File: src/rtl/serial_addsub_pkg.sv
// Shared types and constant helpers for the digit-serial adder/subtractor.
// Saturation constants are generated up to SAT_W bits of operand width.
package serial_addsub_pkg;

    typedef enum logic [1:0] {
        IDLE,
        RUN,
        DONE
    } state_t;

    localparam int SAT_W = 64;

    // Step counter width; a single-step configuration still needs one bit.
    function automatic int cnt_width(input int nstep);
        return (nstep <= 1) ? 1 : $clog2(nstep);
    endfunction

    function automatic logic [SAT_W-1:0] sat_max(input int width);
        return (SAT_W'(1) << (width - 1)) - SAT_W'(1);
    endfunction

    function automatic logic [SAT_W-1:0] sat_min(input int width);
        return SAT_W'(1) << (width - 1);
    endfunction

endpackage

File: src/rtl/serial_addsub_digit.sv
// Combinational DIGIT-bit ripple adder built from chained full adders.
// c_msb is the carry into the top bit, used for signed overflow on the last step.
module ripple_digit #(
    parameter int DIGIT = 4
) (
    input  logic [DIGIT-1:0] x,
    input  logic [DIGIT-1:0] y,
    input  logic             ci,
    output logic [DIGIT-1:0] s,
    output logic             co,
    output logic             c_msb
);

    logic [DIGIT:0] c;

    assign c[0] = ci;

    for (genvar i = 0; i < DIGIT; i++) begin : g_fa
        assign s[i]   = x[i] ^ y[i] ^ c[i];
        assign c[i+1] = (x[i] & y[i]) | (c[i] & (x[i] ^ y[i]));
    end

    assign co    = c[DIGIT];
    assign c_msb = c[DIGIT-1];

endmodule

File: src/rtl/serial_addsub.sv
// Digit-serial add/sub, DIGIT bits per clock; SERIAL_ADDSUB_SAT_EN saturates sum on overflow.
// Latency: out_valid high NSTEP edges after acceptance; NSTEP+2 cycles per op minimum.
// Backpressure: result held in DONE while out_ready=0; in_valid ignored outside IDLE.
module serial_addsub
    import serial_addsub_pkg::*;
#(
    parameter int WIDTH = 16,
    parameter int DIGIT = 4
) (
    input  logic             clk,
    input  logic             rst_n,
    input  logic             in_valid,
    output logic             in_ready,
    input  logic [WIDTH-1:0] a,
    input  logic [WIDTH-1:0] b,
    input  logic             sub,
    output logic             out_valid,
    input  logic             out_ready,
    output logic [WIDTH-1:0] sum,
    output logic             cout,
    output logic             ovf
);

    if (DIGIT < 1 || (WIDTH % DIGIT) != 0) begin : g_param_check
        $fatal(1, "serial_addsub: WIDTH must be a positive multiple of DIGIT");
    end

    localparam int NSTEP = WIDTH / DIGIT;
    localparam int CW = cnt_width(NSTEP);
    localparam logic [CW-1:0] LAST = CW'(NSTEP - 1);

`ifdef SERIAL_ADDSUB_SAT_EN
    localparam logic [SAT_W-1:0] SAT_MAX_W = sat_max(WIDTH);
    localparam logic [SAT_W-1:0] SAT_MIN_W = sat_min(WIDTH);
    localparam logic [WIDTH-1:0] SAT_MAX = SAT_MAX_W[WIDTH-1:0];
    localparam logic [WIDTH-1:0] SAT_MIN = SAT_MIN_W[WIDTH-1:0];
`endif

    state_t           state;
    logic [WIDTH-1:0] a_sr;
    logic [WIDTH-1:0] b_sr;
    logic [WIDTH-1:0] res;
    logic [WIDTH-1:0] res_shift;
    logic             carry;
    logic [CW-1:0]    cnt;
    logic             asign;
    logic [DIGIT-1:0] d_s;
    logic             d_co;
    logic             d_c_msb;

    ripple_digit #(.DIGIT(DIGIT)) u_digit (
        .x     (a_sr[DIGIT-1:0]),
        .y     (b_sr[DIGIT-1:0]),
        .ci    (carry),
        .s     (d_s),
        .co    (d_co),
        .c_msb (d_c_msb)
    );

    // New digit enters at the MSB end so the LSB digit lands at bit 0 after NSTEP steps.
    assign res_shift = (res >> DIGIT) | (WIDTH'(d_s) << (WIDTH - DIGIT));

    assign in_ready  = (state == IDLE);
    assign out_valid = (state == DONE);
    assign sum       = res;

    always_ff @(posedge clk or negedge rst_n) begin
        if (!rst_n) begin
            state <= IDLE;
            a_sr  <= '0;
            b_sr  <= '0;
            res   <= '0;
            carry <= 1'b0;
            cnt   <= '0;
            asign <= 1'b0;
            cout  <= 1'b0;
            ovf   <= 1'b0;
        end else begin
            case (state)
                IDLE: begin
                    if (in_valid) begin
                        a_sr  <= a;
                        b_sr  <= sub ? ~b : b;
                        carry <= sub;
                        cnt   <= '0;
                        asign <= a[WIDTH-1];
                        state <= RUN;
                    end
                end
                RUN: begin
                    a_sr  <= a_sr >> DIGIT;
                    b_sr  <= b_sr >> DIGIT;
                    carry <= d_co;
                    cnt   <= cnt + 1'b1;
                    res   <= res_shift;
                    if (cnt == LAST) begin
                        cout  <= d_co;
                        ovf   <= d_c_msb ^ d_co;
                        state <= DONE;
`ifdef SERIAL_ADDSUB_SAT_EN
                        // Overflow direction follows a's sign: a positive a can only overflow upward.
                        if (d_c_msb ^ d_co) begin
                            res <= asign ? SAT_MIN : SAT_MAX;
                        end
`endif
                    end
                end
                DONE: begin
                    if (out_ready) begin
                        state <= IDLE;
                    end
                end
                default: state <= IDLE;
            endcase
        end
    end

endmodule

File: config.mk
export PLATFORM = sky130hd
export DESIGN_NAME = serial_addsub
export DESIGN_NICKNAME = d
export VERILOG_FILES = /design/src/rtl/serial_addsub_pkg.sv /design/src/rtl/serial_addsub_digit.sv /design/src/rtl/serial_addsub.sv
export SDC_FILE = /design/constraint.sdc
export NUM_CORES = 1
export LEC_CHECK = 0
export BUFFER_PORTS_ARGS = -buffer_cell sky130_fd_sc_hd__buf_2
export CORE_MARGIN = 3
export CORE_UTILIZATION = 30
export CTS_BUF_LIST = sky130_fd_sc_hd__clkbuf_4 sky130_fd_sc_hd__clkbuf_8
export CTS_CLUSTER_DIAMETER = 40
export DETAILED_ROUTE_END_ITERATION = 6
export PLACE_DENSITY_LB_ADDON = 0.15
export SKIP_LAST_GASP = 1
export SLEW_MARGIN = 40
export SYNTH_ARGS = -nofsm -noshare
export SYNTH_HDL_FRONTEND = slang
export SYNTH_HIERARCHICAL = 1
export SYNTH_SLANG_ARGS = --single-unit
File: constraint.sdc
create_clock -name clk -period 4.66 [get_ports clk]
set_input_delay 0.699 -clock clk [delete_from_list [all_inputs] [get_ports clk]]
set_output_delay 0.699 -clock clk [all_outputs]
set_load 0.005 [all_outputs]
* Word-level counts from Yosys, hierarchy flattened
Cells that the tools add are included.
Storage, ports and cells: register bits after elaboration 55, output and inout port bits 20, logic and storage cells 56, input port bits 37
Operators by class: bitwise gates (word level) 23, $add $sub $neg 1, reduce and logical (&&, ||, !) cells 5, muxes and demuxes 13, equality and inequality tests 6
Operator list (count):
- $pmux W16 S2 | 2
- $mux W16 | 3
- $not A16 Y16 | 1
- $or A12 B16 Y16 | 1
- $xor A1 B1 Y1 | 9
- $and A1 B1 Y1 | 8
- $mux W2 | 4
- $pmux W2 S3 | 1
- $eq A2 B2 Y1 const B | 2
- $ne A2 B2 Y1 const B | 2
- $or A1 B1 Y1 | 4
- $pmux W2 S2 | 1
- $reduce_and A2 Y1 | 2
- $reduce_and A3 Y1 | 1
- $add A2 B1 Y2 const B | 1
- $eq A2 B1 Y1 const B | 1
- $logic_not A2 Y1 | 1
- $ne A2 B1 Y1 const B | 1
- $pmux W1 S2 | 1
- $reduce_bool A2 Y1 | 1
- $mux W1 | 1

* Longest topological paths before layout
depth after elaboration 10, gate-level depth with buffers 8, mapped depth without buffers 8

* By module
Netlist, hierarchy kept.
Modules (own cells, without submodules):
- serial_addsub | seq. area each 1376.3 µm², instances 1, area an instance 2503.7 µm², cells an instance 253
- ripple_digit | seq. area each 0.0 µm², instances 1, area an instance 110.1 µm², cells an instance 12

* Worst setup path before layout
No wires, ideal clock.
kind reg-to-reg, start point reg b_sr[0], end point reg cout, library setup time 125 ps, setup slack 2632 ps, cell stages (with the launch flop) 8, arrival time 1904 ps, clock period less this slack 2028 ps, required time 4535 ps, buffers on the path 0, path through dfrtp_1 fa_1 inv_1 fa_1 fa_1 inv_1 fa_1 mux2_2
Between the ends: longest elaborated chain between the ends 9, elaborated cells on any way between the ends 10, classes of those cells bitwise: 10
RTL lines:
- from (decl) | line serial_addsub.sv:41 | logic [WIDTH-1:0] b_sr;
- from (signal assigned) | line serial_addsub.sv:83 | b_sr <= sub ? ~b : b;
- from (signal assigned) | line serial_addsub.sv:92 | b_sr <= b_sr >> DIGIT;
- $xor A1 B1 Y1 | line serial_addsub_digit.sv:20 | assign c[i+1] = (x[i] & y[i]) | (c[i] & (x[i] ^ y[i]));
- $and A1 B1 Y1 | line serial_addsub_digit.sv:20
- $or A1 B1 Y1 * | line serial_addsub_digit.sv:20
- $and A1 B1 Y1 * | line serial_addsub_digit.sv:20
- $or A1 B1 Y1 * | line serial_addsub_digit.sv:20
- $and A1 B1 Y1 * | line serial_addsub_digit.sv:20
- $or A1 B1 Y1 * | line serial_addsub_digit.sv:20
- named net d_c_msb | line serial_addsub.sv:49 | logic d_c_msb;
- $and A1 B1 Y1 * | line serial_addsub_digit.sv:20
- $or A1 B1 Y1 * | line serial_addsub_digit.sv:20
- named net d_co | line serial_addsub.sv:48 | logic d_co;
- to (signal assigned) | line serial_addsub.sv:97 | cout <= d_co;
- to (decl) | line serial_addsub.sv:20 | output logic cout,
The timed path passes the listed nets; every way through them passes the cells marked *. A chain may end at the register's enable or synchronous reset.

* Worst setup path in the final report
start point reg state[0], end point out in_ready
Between the ends: longest elaborated chain between the ends 1
RTL lines:
- from (decl) | line serial_addsub.sv:39 | state_t state;
- from (signal assigned) | line serial_addsub.sv:69 | state <= IDLE;
- from (signal assigned) | line serial_addsub.sv:87 | state <= RUN;
- from (signal assigned) | line serial_addsub.sv:99 | state <= DONE;
- $logic_not A2 Y1 | line serial_addsub.sv:63 | assign in_ready = (state == IDLE);
- to (decl) | line serial_addsub.sv:13 | output logic in_ready,
Every way passes these cells.

==> summary.md <==
| Metric | Value |
|---|---|
| Status | complete, no violations |
| CTS resizes | 0 |
| Number of synthesized flops with an enable pin | 0 |
| Synth warnings | 6 |
| DRC violations left | 0 |
| Total congestion overflow | 0 |
| Leak | 0.00145 uW |
| CP Max Fanout | 17 |
| Crit-path cells | buf_4 -> nor2_4 -> buf_2 |
| CTS hold repair buffers | 0 |
| Die height | 99.3 um |
| Synth top cells by count | nand2_1 (83), dfrtp_1 (55), a22oi_1 (17), o21ai_0 (17), xnor2_1 (17) |
| CTS Buf Count | 5 |
| Starting Density | roughly a third |
| Core area | 0.00834 mm^2 |
| Setup Crit Path Kind | register to output pin |
| Clk slew on worst S/H paths | approximately 0.1 ns |
| Delay of the slowest critical-path stage | 0.64 ns |
| H-tree lvl count | 2 |
| Clock root cell | clkbuf_8 |
| Die ar. | 0.00987 mm^2 |
| Share of layout cells above drive strength 1 | between 20% and 30% |
| Average size of a mapped cell | 9.86 um^2 |
| DRT iter0 DRCs | 119 |
| Max cap viols | 0 |
| #FFs+latches synth | 55 |
| Vias in the first global route | 2030 |
| Synth area leader | dfrtp_1 |
| CP arrival | ~1.5 ns |
| Top delay family on crit path | flip-flops |
| Clock sink count | 55 |
| Setup Skew | 0.00625 ns |
| Post-CTS repair timing setup buffer count | 0 |
| Largest net degree at the start of global routing | 56 |
| Critical Path Source Type | register |
| Initial antenna violation count | 0 |
| Unrepaired setup endpoints after global routing | no |
| Seq/Total Area, Yosys | 52.7% |
| HP Class | register to register |
| Wirelength per Cell | 14.0 um |
| Sequential cell area | 0.00138 mm^2 |
| P per Cell Area | 602 mW/mm^2 |
| Diodes inserted | 0 |
| Period utilization | 46.6% |
| Layout fillers | 881 |
| First-pass GRT wire length | between 9000 and 10000 um |
| P&R area growth vs syn | 15.7% |
| Post-route setup TNS | 0 ns |
| Post-synth ARST share | 100% |
| Post-route ant nets | 0 |
| CTS tree | done |
| Fin. Hold Viols | 0 |
| Reg2Reg Setup Slack | roughly 2.5 ns |
| Worst-margin pin slew | 0.705 ns |
| Clock tree buffer depth | 2 |
| Max-slew headroom | 53.0% |
| Final Util | 36.3% |
| Synth area leaders | dfrtp_1 (53%), nand2_1 (12%), xnor2_1 (5.7%) |
| Kind of end point of the critical path | output pin |
| Via/cell ratio | 4.68 |
| Critical Path RT | 3.96 ns |
| Area share of the largest cell type after synthesis | 52.7% |
| Routed wire length | 5890 um |
| Final Setup Violations | 0 |
| Most instantiated library cell after synthesis | nand2_1 |
| Maximum VDD drop | 226 uV |
| DRT Pass-1 Iters | 4 |
| Mapped Cells | 265 |
| I/O pins | between 50 and 60 |
| Mapped Nets | between 300 and 400 |
| Fmax | 460 MHz |
| Fin crit period | 2.17 ns |
| CP max stage cell | dfrtp_1 |
| Dominant synthesized flop cell | dfrtp_1 |
| # port buffers | 56 |
| Yosys cell types | 25 |
| Total track usage | 12.4% |
| Clock latency on the worst-skew pair | 0.30 ns |
| Die W | 99.3 um |
| Slew Limit Fails | 0 |
| Routed via count | 1965 |
| Final Power | about 1800 uW |
| GP Congestion | 0.713 |
| Num rows | 33 |
| CP Buf/Inv Count | 2 |
| Multi-input gate area | ~0.0011 mm^2 |
| Nets | 356 |
| Post-DP HPWL | 3960 um |
| Post-synth design cell area | 0.00261 mm^2 |
-- layout make-up --
type	instances	area share, %
repair buffers	60	10.3
well taps	105	4.34
flip-flops and latches	55	45.5
clock buffers	6	2.52
multi-input cells	182	35.7
clock inverters	2	0.414
inverters	10	1.24
-- state kept, by name (all words and copies together), names as in the netlist --
name	cells
cnt	2
ovf	1
b_sr	16
state	2
a_sr	16
carry	1
sum	16
cout	1
-- cell families after synthesis --
logic type	after synthesis	synth area share (%)
AO/OA/AOI/OAI	62	16.3
XOR/XNOR	17	5.70
flip-flops	55	52.7
buffers and inverters	28	6.08
multiplexers	1	0.431
AND/OR/NAND/NOR	97	15.3
adder cells (fa/ha/maj)	5	3.54
-- worst min-delay path, stage by stage, from the launching register on --
cell and delay [ns]:
dfrtp_1 0.35, nand2_1 0.05, nand2_1 0.05
-- power by group --
group | switching, uW | internal [uW]
Combinational | 435 | 306
Clock | 157 | 111
Sequential | 139 | 673
-- layout by cell type, fill, tap and decap left out, types with 2 or more instances in the layout --
| cell type | netlist | layout |
|---|---|---|
| nand2_1 | 83 | 83 |
| a22o_1 | 5 | 5 |
| nor2_1 | 2 | 2 |
| o21ai_0 | 17 | 17 |
| xnor2_1 | 17 | 17 |
| a22oi_1 | 17 | 17 |
| buf_4 | 2 | 4 |
| fa_1 | 4 | 4 |
| o211ai_1 | 4 | 4 |
| nand2b_1 | 2 | 2 |
| buf_2 | 10 | 56 |
| clkbuf_8 | 0 | 5 |
| dfrtp_1 | 55 | 55 |
| inv_1 | 10 | 10 |
| o221ai_1 | 8 | 8 |
| nor2b_1 | 8 | 7 |
| a21oi_1 | 6 | 6 |
| o21ai_1 | 4 | 4 |
-- through the flow --
stage	setup slack (ns)	instance area [um^2]	instances	hold slack, ns
floorplan	2.63	2610	265	0.403
global placement	2.56	2940	412	0.453
detailed placement	2.51	2940	412	0.458
CTS	2.46	3030	420	0.483
global route	2.37	3030	420	0.520
finish	2.49	3030	420	0.478
-- final timing paths --
path,endpoint,from,cells after the start
setup / recovery,in_ready,state[0],3
hold / removal,sum[2],sum[2],2
setup reg to reg,carry,b_sr[0],8
hold reg to reg,sum[2],sum[2],2
max in group asynchronous,b_sr[2],rst_n,2
min in group asynchronous,sum[3],rst_n,2
-- routing by layer --
metal / part of all wire [%] / up-vias / track usage (%)
met5: 0 / - / 0
met4: 0.36 / 0 / 2.84
met3: 4.8 / 2 / 2.73
met2: 47 / 50 / 20.7
met1: 48 / 933 / 16.6
li1: - / 980 / -
Power figures use the tool's default switching activity.
